**src/rtl/ramb16_pkg.sv**
```systemverilog
// Shared types and constants for the RAMB16_S1 bit-serial byte reader.
package ramb16_pkg;

  localparam int RAMB16_S1_AW    = 14;
  localparam int RAMB16_S1_DEPTH = 16384;
  localparam int BYTE_BITS       = 8;
  localparam int NBYTES_W        = 12;
  localparam int BIT_CNT_W       = NBYTES_W + 3;

  typedef enum logic [1:0] {
    IDLE  = 2'd0,
    READ  = 2'd1,
    DRAIN = 2'd2,
    FIN   = 2'd3
  } state_t;

  // Total bit reads for a command; 4095 bytes still fits in 15 bits.
  function automatic logic [BIT_CNT_W-1:0] total_bits(input logic [NBYTES_W-1:0] n);
    return {n, 3'b000};
  endfunction

endpackage

```
**src/rtl/ramb16_s1_byte_reader_bit_packer.sv**
```systemverilog
// Shifts returned RAM bits into bytes and presents them on a valid/ready output register.
module bit_packer
  import ramb16_pkg::*;
#(
  parameter bit MSB_FIRST = 1'b0
) (
  input  logic                 clk,
  input  logic                 rst_n,
  input  logic                 bit_valid,
  input  logic                 bit_in,
  input  logic                 dout_ready,
  output logic [BYTE_BITS-1:0] dout,
  output logic                 dout_valid
);

  logic [BYTE_BITS-1:0] sr;
  logic [BYTE_BITS-1:0] shifted;
  logic [2:0]           cnt;
  logic                 byte_done;

  always_comb begin
    shifted   = MSB_FIRST ? {sr[BYTE_BITS-2:0], bit_in} : {bit_in, sr[BYTE_BITS-1:1]};
    byte_done = bit_valid && (cnt == 3'(BYTE_BITS - 1));
  end

  always_ff @(posedge clk or negedge rst_n) begin
    if (!rst_n) begin
      sr  <= '0;
      cnt <= '0;
    end else if (bit_valid) begin
      sr  <= shifted;
      cnt <= cnt + 3'd1;
    end
  end

  // The upstream stall guarantees a completed byte only lands when the
  // register is empty or is being accepted on the same edge.
  always_ff @(posedge clk or negedge rst_n) begin
    if (!rst_n) begin
      dout       <= '0;
      dout_valid <= 1'b0;
    end else if (byte_done) begin
      dout       <= shifted;
      dout_valid <= 1'b1;
    end else if (dout_valid && dout_ready) begin
      dout_valid <= 1'b0;
    end
  end

endmodule

```
**src/rtl/ramb16_s1_byte_reader.sv**
```systemverilog
// Walks a bit range of a 16K x 1 RAMB16_S1, one read per cycle, and streams packed bytes.
module ramb16_s1_byte_reader
  import ramb16_pkg::*;
#(
  parameter bit MSB_FIRST = 1'b0
) (
  input  logic                    clk,
  input  logic                    rst_n,
  input  logic                    start,
  input  logic [RAMB16_S1_AW-1:0] base_addr,
  input  logic [NBYTES_W-1:0]     nbytes,
  output logic                    busy,
  output logic                    done,
  output logic [RAMB16_S1_AW-1:0] ram_addr,
  output logic                    ram_en,
  output logic                    ram_we,
  output logic                    ram_ssr,
  output logic                    ram_di,
  input  logic                    ram_do,
  output logic [BYTE_BITS-1:0]    dout,
  output logic                    dout_valid,
  input  logic                    dout_ready,
  output state_t                  dbg_state
);

  // Output stream: a byte transfers on any rising edge where dout_valid and
  // dout_ready are both high; dout/dout_valid hold steady until then.

  state_t               state;
  state_t               next_state;
  logic                 busy_d;
  logic                 done_d;
  logic [BIT_CNT_W-1:0] bits_left;
  logic [2:0]           issue_idx;
  logic                 rd_pending;
  logic                 accept;
  logic                 issue_ok;
  logic                 issue;
  logic                 last_issue;
  logic                 final_hs;

  assign ram_we    = 1'b0;
  assign ram_ssr   = 1'b0;
  assign ram_di    = 1'b0;
  assign dbg_state = state;

  // Bit 7 completes a byte two edges after issue, so it waits for room in dout.
  always_comb begin
    accept     = (state == IDLE) && start && (nbytes != '0);
    issue_ok   = (issue_idx != 3'(BYTE_BITS - 1)) || !(dout_valid && !dout_ready);
    issue      = (state == READ) && issue_ok;
    last_issue = issue && (bits_left == BIT_CNT_W'(1));
    final_hs   = (state == DRAIN) && dout_valid && dout_ready && !ram_en && !rd_pending;
  end

  always_ff @(posedge clk or negedge rst_n) begin
    if (!rst_n) begin
      state <= IDLE;
      busy  <= 1'b0;
      done  <= 1'b0;
    end else begin
      state <= next_state;
      busy  <= busy_d;
      done  <= done_d;
    end
  end

  always_comb begin
    next_state = state;
    case (state)
      IDLE:    if (start) next_state = (nbytes == '0) ? FIN : READ;
      READ:    if (last_issue) next_state = DRAIN;
      DRAIN:   if (final_hs) next_state = FIN;
      FIN:     next_state = IDLE;
      default: next_state = IDLE;
    endcase
  end

  always_comb begin
    busy_d = (next_state == READ) || (next_state == DRAIN);
    done_d = (next_state == FIN);
  end

  // ram_en/ram_addr describe the read the RAM samples on the next edge;
  // rd_pending marks the cycle in which that read's data sits on ram_do.
  always_ff @(posedge clk or negedge rst_n) begin
    if (!rst_n) begin
      ram_en     <= 1'b0;
      ram_addr   <= '0;
      bits_left  <= '0;
      issue_idx  <= '0;
      rd_pending <= 1'b0;
    end else begin
      rd_pending <= ram_en;
      if (accept) begin
        ram_en    <= 1'b1;
        ram_addr  <= base_addr;
        bits_left <= total_bits(nbytes) - BIT_CNT_W'(1);
        issue_idx <= 3'd1;
      end else if (issue) begin
        ram_en    <= 1'b1;
        ram_addr  <= ram_addr + RAMB16_S1_AW'(1);
        bits_left <= bits_left - BIT_CNT_W'(1);
        issue_idx <= issue_idx + 3'd1;
      end else begin
        ram_en <= 1'b0;
      end
    end
  end

  bit_packer #(
    .MSB_FIRST (MSB_FIRST)
  ) u_packer (
    .clk        (clk),
    .rst_n      (rst_n),
    .bit_valid  (rd_pending),
    .bit_in     (ram_do),
    .dout_ready (dout_ready),
    .dout       (dout),
    .dout_valid (dout_valid)
  );

endmodule

```
**config.mk**
```make
export PLATFORM = sky130hd
export DESIGN_NAME = ramb16_s1_byte_reader
export DESIGN_NICKNAME = d
export VERILOG_FILES = /design/src/rtl/ramb16_pkg.sv /design/src/rtl/ramb16_s1_byte_reader_bit_packer.sv /design/src/rtl/ramb16_s1_byte_reader.sv
export SDC_FILE = /design/constraint.sdc
export NUM_CORES = 1
export LEC_CHECK = 0
export BUFFER_PORTS_ARGS = -buffer_cell sky130_fd_sc_hd__buf_2
export CORE_UTILIZATION = 40
export DETAILED_ROUTE_END_ITERATION = 16
export PLACE_DENSITY = 0.63
export SLEW_MARGIN = 25
export SYNTH_ARGS = -nofsm -noshare
export SYNTH_HDL_FRONTEND = slang
export SYNTH_SLANG_ARGS = --single-unit
export TNS_END_PERCENT = 100
```
**constraint.sdc**
```tcl
create_clock -name clk -period 4.3 [get_ports clk]
set_clock_uncertainty 0.05 [all_clocks]
set_input_delay 0.215 -clock clk [delete_from_list [all_inputs] [get_ports clk]]
set_output_delay 0.215 -clock clk [all_outputs]
set_load 0.02 [all_outputs]
```
==> impl_metrics.yaml, run 1 <==
logic_synthesis:
  synthTopCellsByArea: "dfrtp_1 (49%), xnor2_1 (7.3%), mux2_2 (6.6%), ha_1 (4.3%), nor2_1 (4.0%)"
  yosysTopAreaCellShare_pct: 49.27
  synth_edf_count: 0
  ys_async_sr_fraction_pct: 100.0
  synth_top_area_cell: "dfrtp_1"
  synth_area_mm2: 0.002895
  netlist_instances: 280
  ys_seq_area_share_pct: 49.27
  avgSynthCellArea_um2: 10.34
  ys_seq_elements: 57
  synthFlopType: "dfrtp_1"
  ys_types: 37
  yosys_warnings: 0
  yosysMostFrequentCell: "dfrtp_1"
  ys_top_cells_by_count: "dfrtp_1 (57), nor2_1 (31), nand2_1 (24), xnor2_1 (24), a21oi_1 (19)"
setup_path:
  crit_top_cell: "ha_1"
  max_stage_delay_ps: 390
  crit_chain: "ha_1 -> ha_1 -> nand3b_1 -> nand2_1 -> nor3_1 -> nand4_1 -> a21o_1 -> ha_1"
  worst-path-max-fanout: 9
  slowest_stage: "dfrtp_1"
  criticalPathCategory: "register to register"
  cp.arrival_ps: 2430
  crit_required_ps: 4460
  cp-end-kind: "register"
  start_kind: "register"
clock_network:
  cts_resized: 0
  cts_tree: "yes"
  cts.path.max_buffers: 2
  clk_latency_ps: 330
  path_clk_slew_ps: 60
  cts.sinks: 57
  cts_made_buffers: 9
  h-tree-depth: 3
  holdBufCountCts: 0
  post-cts-setup-buffer-count: 0
  cts-root-buf: "clkbuf_8"
power:
  power_density_mw_per_mm2: 657.9
  vdd_drop_max_mv: 0.1937
  leakagePower_nw: 1.587
  finalPower_mw: 2.282
timing:
  slew_violations: 0
  period_minus_slack_ps: 2274
  setup_viol_count_final: 0
  hold_slack_ps: -25.99
  hold_violations: 52
  fin_ws_ps: 2026
  finalCritPeriodShare_pct: 52.90
  max_freq_mhz: 439.7
  rsz0062_at_grt: "false"
  setup-tns-final_ps: 0
  slew_headroom_pct: 42.92
  worst_pin_slew_ps: 856.3
global_routing:
  met3_usage_pct: 3.507
  grt_antenna_before_repair: 0
  busiest_layer: "met2"
  grt_pass1_vias: 2102
  grt_first_pass_wirelength_um: 9404
  grt_max_degree: 58
  use_met1_pct: 20.68
  met2_usage_pct: 26.27
  grt_util_all_layers_pct: 16.39
  overflow: 0
layout:
  syn_to_final_growth_pct: 19.79
  fin_nets: 383
  utilization_pct: 50.22
  diodes: 0
  drive_gt1_share_pct: 26.51
  fin_cells: 443
  final_area_mm2: 0.003468
route:
  drc: 0
  postRouteAntennaNets: 0
  wirelength_um: 5545
  routed_via_density: 4.824
  vias: 2137
  drt_iter0_drc: 102
  dr.pass1.iters: 4
  wl_per_cell_um: 12.52
floorplanning:
  die_w_um: 87.08
  die-area_mm2: 0.007582
  rows: 30
  start_util_pct: 41.92
  core_mm2: 0.006907
  fp.dieH_um: 87.08
  ioPinCount: 62
placed_design:
  dp_hpwl_um: 3972
  dpl_cell_area_mm2: 0.003261
  routabilityCongestion: 0.7492
  portBuffers: 58
  placed_cells: 427
  place_ws_ps: 1722
outcome:
  violations: "negative hold slack"
  outcome: "finished, violations left"
flow_run:
  max-cap-violations: 0
hold_path:
  hp-class: "primary input to asynchronous set/reset pin"
## layout by cell type (no fill, tap or decap), drive strengths merged, types with 2 or more instances in the layout
master  instances
a21boi          2
a21o            2
a21oi          19
and2            2
and3            8
buf            60
clkbuf         14
conb            3
dfrtp          57
ha             10
inv             7
mux2           17
mux2i           5
nand2          24
nand3           8
nand4           3
nand4b          2
nor2           31
nor2b           2
nor3           13
nor4            6
o211ai          2
o21ai           4
xnor2          24
xor2           12
## registers in the layout, indices dropped and copies added (netlist names)
| name | flops |
|---|---|
| rd_pending | 1 |
| u_packer.sr | 7 |
| u_packer.dout | 8 |
| u_packer.cnt | 3 |
| u_packer.dout_valid | 1 |
| busy | 1 |
| done | 1 |
| ram_addr | 14 |
| dbg_state | 2 |
| bits_left | 15 |
| issue_idx | 3 |
| ram_en | 1 |
## final timing paths
| kind | from | depth (start not counted) | to | slack (ps) |
|---|---|---|---|---|
| max in group asynchronous | rst_n | 2 | busy$_DFF_PN0_ | 3750 |
| setup / recovery | issue_idx[0]$_DFFE_PN0P_ | 8 | busy$_DFF_PN0_ | 2030 |
| min in group clk | dout_ready | 2 | u_packer.dout_valid$_DFFE_PN0P_ | 50 |
| hold reg to reg | ram_en$_DFF_PN0_ | 0 | rd_pending$_DFF_PN0_ | 340 |
| hold / removal | rst_n | 2 | ram_addr[9]$_DFFE_PN0P_ | -30 |
| setup reg to reg | issue_idx[0]$_DFFE_PN0P_ | 8 | busy$_DFF_PN0_ | 2030 |
## final cells by class
class	count	area, um^2
multi-input cells	207	1383
inverters	7	26.28
repair buffers	60	305.3
clock inverters	2	35.03
fillers	697	3438
clock buffers	14	172.7
flip-flops and latches	57	1426
well taps	96	120.1
## layer usage
metal	share of wire, %	routed length, um	vias to the layer above
met1	46	2570	990
met5	0	0	-
li1	-	-	1085
met3	3.9	217	12
met2	47	2609	50
met4	2.7	147	0
## cell families after synthesis
| kind of cell | synth area share (%) |
|---|---|
| AOI/OAI and AO/OA | 6.309 |
| other | 0.1295 |
| and+or+nand+nor | 17.50 |
| muxes | 8.340 |
| buffers and inverters | 3.241 |
| xor gates and xnor gates | 10.89 |
| adders and majority gates | 4.322 |
| DFF | 49.27 |
## power breakdown
group / internal (mW) / switching, mW
sequential: 0.764 / 0.189
combinational: 0.387 / 0.428
clock: 0.315 / 0.199
total: 1.47 / 0.816
## critical path: cells and delay by family, from the launching register on
family | cells | cell delay (ps)
simple gates | 4 | 820
fa+ha+maj | 3 | 670
flops | 1 | 390
compound gates | 1 | 230
Note: power is estimated with default switching activity, not from simulation.
==> run 2, diff against run 1 <==
- ABC_AREA: default -> 1
- PLACE_DENSITY: 0.63 -> 0.64
- clock period: 4.3 -> 1.85 ns (I/O delays scaled with it)
==> run 2 against run 1 <==
The flow now finishes without violations. Maximum frequency up 29%. Critical path type unchanged. Sequential share of layout area down 7.1 points. Worst setup slack worse by 1900 ps. Combinational power rose to 3.7 times the previous value. Clock power up 110%. Via count up 51%. Count of clock-buffer cells in the layout down 5. Flip-flop and latch count unchanged. Register-to-register slack worse by 1900 ps. Total power rose to 2.9 times the previous value. Area after synthesis up 19%.
==> impl_metrics.yaml, run 2 <==
setup_path:
  crit_path_start: "issue_idx[0]$_DFFE_PN0P_"
  max_stage_delay_ps: 390
  start_kind: "register"
  worst-path-max-fanout: 3
  crit_chain: "ha_1 -> ha_1 -> nand3_1 -> nand2_1 -> nor2_2 -> nand2_2 -> nand2_1 -> nand3_1 -> ha_1"
  crit_required_ps: 2030
  r2r_start: "issue_idx[0]$_DFFE_PN0P_"
  cp.arrival_ps: 1940
  crit_top_cell: "ha_1"
  cp-end-kind: "register"
  criticalPathCategory: "register to register"
  slowest_stage: "dfrtp_1"
  rr_worst_depth: 9
global_routing:
  grt_pass1_vias: 2995
  grt_max_degree: 58
  grt_antenna_before_repair: 0
  grt_first_pass_wirelength_um: 13450
  overflow: 0
  grt_util_all_layers_pct: 19.34
logic_synthesis:
  ys_seq_elements: 57
  yosys_warnings: 0
  synthFlopType: "dfrtp_1"
  synthTopCellsByArea: "dfrtp_1 (41%), nand2_1 (17%), nand3_1 (7.8%), nor2_1 (5.8%), inv_1 (5.0%)"
  synth_area_mm2: 0.003443
  ys_async_sr_fraction_pct: 100.0
  yosysTopAreaCellShare_pct: 41.42
  ys_seq_area_share_pct: 41.42
  synth_edf_count: 0
  ys_types: 36
  yosysMostFrequentCell: "nand2_1"
  netlist_instances: 468
  synth_top_area_cell: "dfrtp_1"
  avgSynthCellArea_um2: 7.357
  ys_top_cells_by_count: "nand2_1 (152), dfrtp_1 (57), nand3_1 (54)"
clock_network:
  h-tree-depth: 3
  cts_made_buffers: 9
  cts_tree: "yes"
  cts.sinks: 57
  path_clk_slew_ps: 70
  cts-root-buf: "clkbuf_8"
  cts.path.max_buffers: 2
  clk_latency_ps: 350
timing:
  max_freq_mhz: 566.8
  rsz0062_at_grt: "true"
  setup_viol_count_final: 0
  period_minus_slack_ps: 1764
  hold_slack_ps: 4.261
  finalCritPeriodShare_pct: 95.38
  hold_violations: 0
  slew_violations: 0
  fin_ws_ps: 85.56
placed_design:
  placed_cells: 628
  place_ws_ps: 64.69
  routabilityCongestion: 0.7848
  dp_hpwl_um: 5623
  portBuffers: 58
route:
  vias: 3227
  drt_iter0_drc: 235
  postRouteAntennaNets: 0
  drc: 0
  dr.pass1.iters: 4
  routed_via_density: 4.912
  wirelength_um: 7886
  wl_per_cell_um: 12.00
layout:
  largestRegisters: "bits_left: 15 flops, ram_addr: 14 flops, u_packer.dout: 8 flops"
  largest-register: "bits_left"
  fin_nets: 588
  largest_reg_flops: 15
  fill_cells: 845
  drive_gt1_share_pct: 18.84
  multi_input_area_mm2: 0.001735
  seqCellArea_mm2: 0.001426
  final_cell_mix: "nand2_1 (151), buf_2 (58), dfrtp_1 (57), nand3_1 (54), nor2_1 (50)"
  fin_cells: 657
  final_common_cell: "nand2_1"
  diodes: 0
  syn_to_final_growth_pct: 21.62
floorplanning:
  die-area_mm2: 0.008983
  die_w_um: 94.78
  rows: 33
  core_mm2: 0.008258
  start_util_pct: 41.70
  fp.dieH_um: 94.78
  ioPinCount: 62
power:
  vdd_drop_max_mv: 0.5001
  power_density_mw_per_mm2: 1565
  leakagePower_nw: 2.123
hold_path:
  min_from: "base_addr[13]"
  min_path_cells: 5
  hp-class: "primary input to register"
flow_run:
  max-cap-violations: 0
outcome:
  outcome: "finished clean"
run 2: cell count changes in the layout (fill, tap and decap cells not counted), moves of 12 or more:
cell           before  now
inv_1               7   46
nand3_1             8   54
mux2_2             17    3
nand2_1            24  151
a21oi_1            19    6
nor2_1             31   50
xnor2_1            24    6
dlygate4sd3_1       0   13
o21ai_0             3   23
nor3_1             13    1
run 2: routing by layer:
metal  routed length [um]  global-route usage, %  share of wire, %  up-vias
li1                     -                      -                 -     1648
met1                 3795                  25.19                48     1495
met2                 3619                  31.59                46       77
met3                  362                  4.187               4.6        7
met4                  108                  6.692               1.4        0
met5                    0                      0                 0        -
run 2: cell families (layout without fill, tap and decap cells):
family | count (synthesis) | count (layout) | synth area share [%]
and+or+nand+nor | 285 | 285 | 36.01
buffers and inverters | 63 | 145 | 8.685
DFF | 57 | 57 | 41.42
AOI/OAI and AO/OA | 38 | 38 | 6.359
xor gates and xnor gates | 11 | 11 | 2.798
adders and majority gates | 10 | 10 | 3.634
muxes | 3 | 3 | 0.9810
other | 1 | 3 | 0.1089
run 2: metrics by stage:
| stage | util, % | TNS [ps] | area, um^2 | total power [mW] |
|---|---|---|---|---|
| final | 50.71 | 0 | 4188 | 6.555 |
| after global routing | 50.71 | -10.37 | 4188 | 7.226 |
| after CTS | 50.56 | 0 | 4175 | 6.582 |
| after detailed placement | 46.73 | 0 | 3859 | 5.452 |
| after global placement | 46.73 | 0 | 3859 | 5.371 |
| after floorplan | - | 0 | 3451 | 4.592 |
run 2: power breakdown:
group / leakage (nW) / internal, mW / total, mW / switching, mW
Sequential: 0.681 / 1.86 / 2.41 / 0.548
Combinational: 1.35 / 1.17 / 3.05 / 1.88
Clock: 0.0923 / 0.510 / 1.09 / 0.584
Total: 2.12 / 3.54 / 6.55 / 3.01
run 2: area by class of cell:
type	count	share of cell area (%)
repair buffers	81	12.43
well taps	105	3.137
flip-flops and latches	57	34.06
clock inverters	7	1.494
inverters	48	4.482
multi-input cells	350	41.44
clock buffers	9	2.958
run 2: timing repair:
item	in CTS	in global routing
hold buffers	13	0
buffers inserted	0	0
gates resized for setup	0	5
endpoints found under the setup margin	0	4
hold endpoints to repair	70	0
run 2: final timing paths:
path | end | slack [ps]
min reg2reg | rd_pending$_DFF_PN0_ | 360
max in group asynchronous | rd_pending$_DFF_PN0_ | 1280
min | ram_addr[13]$_DFFE_PN0P_ | 4
max reg2reg | busy$_DFF_PN0_ | 90
min in group asynchronous | u_packer.dout[3]$_DFFE_PN0P_ | 210
max | busy$_DFF_PN0_ | 90
run 2: critical path: cells and delay by family (launching register included):
kind | cells | cell delay [ps]
adder cells (fa/ha/maj) | 3 | 680
flip-flops | 1 | 390
AND/OR/NAND/NOR | 6 | 530
==> run 3, diff against run 2 <==
- REMOVE_ABC_BUFFERS: default -> 1
==> run 3 against run 2 <==
Register-to-register slack about the same. Cell area down 0.75%. Sequential power about the same. Global-route usage down 0.54 points. Via count down 2.0%. Clock power up 6%. Count of clock-buffer cells in the layout up 2. Die area unchanged. Maximum frequency up 0.59%. Flip-flop and latch count unchanged. Cell count down 0.30%. Highest routed layer unchanged.
==> impl_metrics.yaml, run 3 (synthesis results as in run 2) <==
outcome:
  outcome: "finished clean"
layout:
  largest-register: "bits_left"
  fill_cells: 860
  drive_gt1_share_pct: 18.36
  final_cell_mix: "nand2_1 (152), buf_2 (58), dfrtp_1 (57), nand3_1 (54), nor2_1 (53)"
  largestRegisters: "bits_left: 15 flops, ram_addr: 14 flops, u_packer.dout: 8 flops"
  final_common_cell: "nand2_1"
  syn_to_final_growth_pct: 20.71
  final_area_mm2: 0.004156
  largest_reg_flops: 15
  fin_nets: 586
  diodes: 0
setup_path:
  start_kind: "register"
  crit_chain: "ha_1 -> ha_1 -> nand3_1 -> nand2_1 -> nor2_1 -> nand2_1 -> nand2_1 -> nand3_1 -> ha_1"
  cp-end-kind: "register"
  endpoint: "busy$_DFF_PN0_"
  slowest_stage: "dfrtp_1"
  max_stage_delay_ps: 380
  rr_worst_depth: 9
  cp.arrival_ps: 1930
  crit_required_ps: 2020
  crit_path_start: "issue_idx[0]$_DFFE_PN0P_"
  criticalPathCategory: "register to register"
  r2r_start: "issue_idx[0]$_DFFE_PN0P_"
  worstReg2RegEnd: "busy$_DFF_PN0_"
  r2r_slack_ps: 100
  worst-path-max-fanout: 2
clock_network:
  cts_tree: "yes"
  cts-root-buf: "clkbuf_8"
  cts.sinks: 57
  cts.path.max_buffers: 2
  h-tree-depth: 3
  cts_made_buffers: 9
  path_clk_slew_ps: 70
  clk_latency_ps: 340
route:
  dr.pass1.iters: 4
  postRouteAntennaNets: 0
  wirelength_um: 7946
  drc: 0
  vias: 3161
  wl_per_cell_um: 12.13
  routed_via_density: 4.826
  drt_iter0_drc: 121
placed_design:
  dpl_cell_area_mm2: 0.003854
  dp_hpwl_um: 5796
  routabilityCongestion: 0.8566
  place_ws_ps: 65.35
  portBuffers: 58
global_routing:
  overflow: 0
  grt_antenna_before_repair: 0
  grt_pass1_vias: 2805
  grt_util_all_layers_pct: 18.80
  grt_first_pass_wirelength_um: 12850
  grt_max_degree: 29
timing:
  max_freq_mhz: 570.1
  finalCritPeriodShare_pct: 94.82
  period_minus_slack_ps: 1754
  fin_ws_ps: 95.85
  setup_viol_count_final: 0
  worst_pin_slew_ps: 607.9
  rsz0062_at_grt: "true"
  hold_violations: 0
  slew_headroom_pct: 59.47
  slew_violations: 0
  setup-tns-final_ps: 0
power:
  power_density_mw_per_mm2: 1595
  leakagePower_nw: 2.116
  vdd_drop_max_mv: 0.5187
floorplanning:
  die-area_mm2: 0.008983
  fp.dieH_um: 94.78
  ioPinCount: 62
  core_mm2: 0.008258
  die_w_um: 94.78
  rows: 33
  start_util_pct: 41.70
hold_path:
  hp-class: "primary input to register"
flow_run:
  max-cap-violations: 0
[run 3: changes by cell type in the layout (fill, tap and decap cells not counted), moves of 2 or more]
cell and delta:
dlygate4sd3_1 -4, clkinv_4 -3, nor2_1 +3, nor2_2 -3, buf_4 +2, clkinv_2 +2
inv_6 -2
[run 3: report_power, final]
part           internal, mW  switching (mW)
Combinational          1.17            1.87
Sequential             1.86           0.558
Clock                 0.654           0.509
[run 3: critical path, delay by kind of cell (launching register included)]
family,cells,cell delay (ps)
adder cells (fa/ha/maj),3,680
flip-flops,1,380
AND/OR/NAND/NOR,6,520
[run 3: area by class of cell]
class                   count  area, um^2  share of cell area, %
clock buffers              11       141.4                  3.402
inverters                  48       190.2                  4.576
repair buffers             79       486.7                  11.71
clock inverters             5       55.05                  1.325
well taps                 105       131.4                  3.161
multi-input cells         350        1725                  41.51
flip-flops and latches     57        1426                  34.32
[run 3: worst min path at each step]
stage / startpoint / endpoint / slack (ps) / depth (start not counted)
final: base_addr[8] / ram_addr[8]$_DFFE_PN0P_ / 10 / 5
after global routing: base_addr[12] / ram_addr[12]$_DFFE_PN0P_ / 20 / 5
after CTS: base_addr[9] / ram_addr[9]$_DFFE_PN0P_ / 6 / 5
after detailed placement: rst_n / u_packer.dout[6]$_DFFE_PN0P_ / 90 / 1
after global placement: rst_n / u_packer.dout[7]$_DFFE_PN0P_ / 80 / 1
after floorplan: rst_n / bits_left[0]$_DFFE_PN0P_ / -250 / 0
[run 3: through the flow]
step / cells / power [mW] / utilization, % / hold WS, ps
finish: 655 / 6.629 / 50.33 / 13.35
global route: 655 / 7.242 / 50.33 / 19.47
CTS: 654 / 6.650 / 50.14 / 5.896
detailed placement: 629 / 5.459 / 46.67 / 90.67
global placement: 629 / 5.334 / 46.67 / 84.89
floorplan: 455 / 4.446 / - / -253.1
[run 3: routing by layer]
layer,vias up,wire [um],GRT usage [%]
li1,1645,-,-
met1,1441,3827,24.20
met2,65,3697,30.64
met3,10,321,4.509
met4,0,100,6.692
met5,-,0,0
[run 3: timing repair]
action,4_1_cts,5_1_grt
endpoints found under the setup margin,0,12
buffers inserted,0,1
endpoints found under the hold margin,35,0
gates resized for setup,0,4
hold buffers,9,0
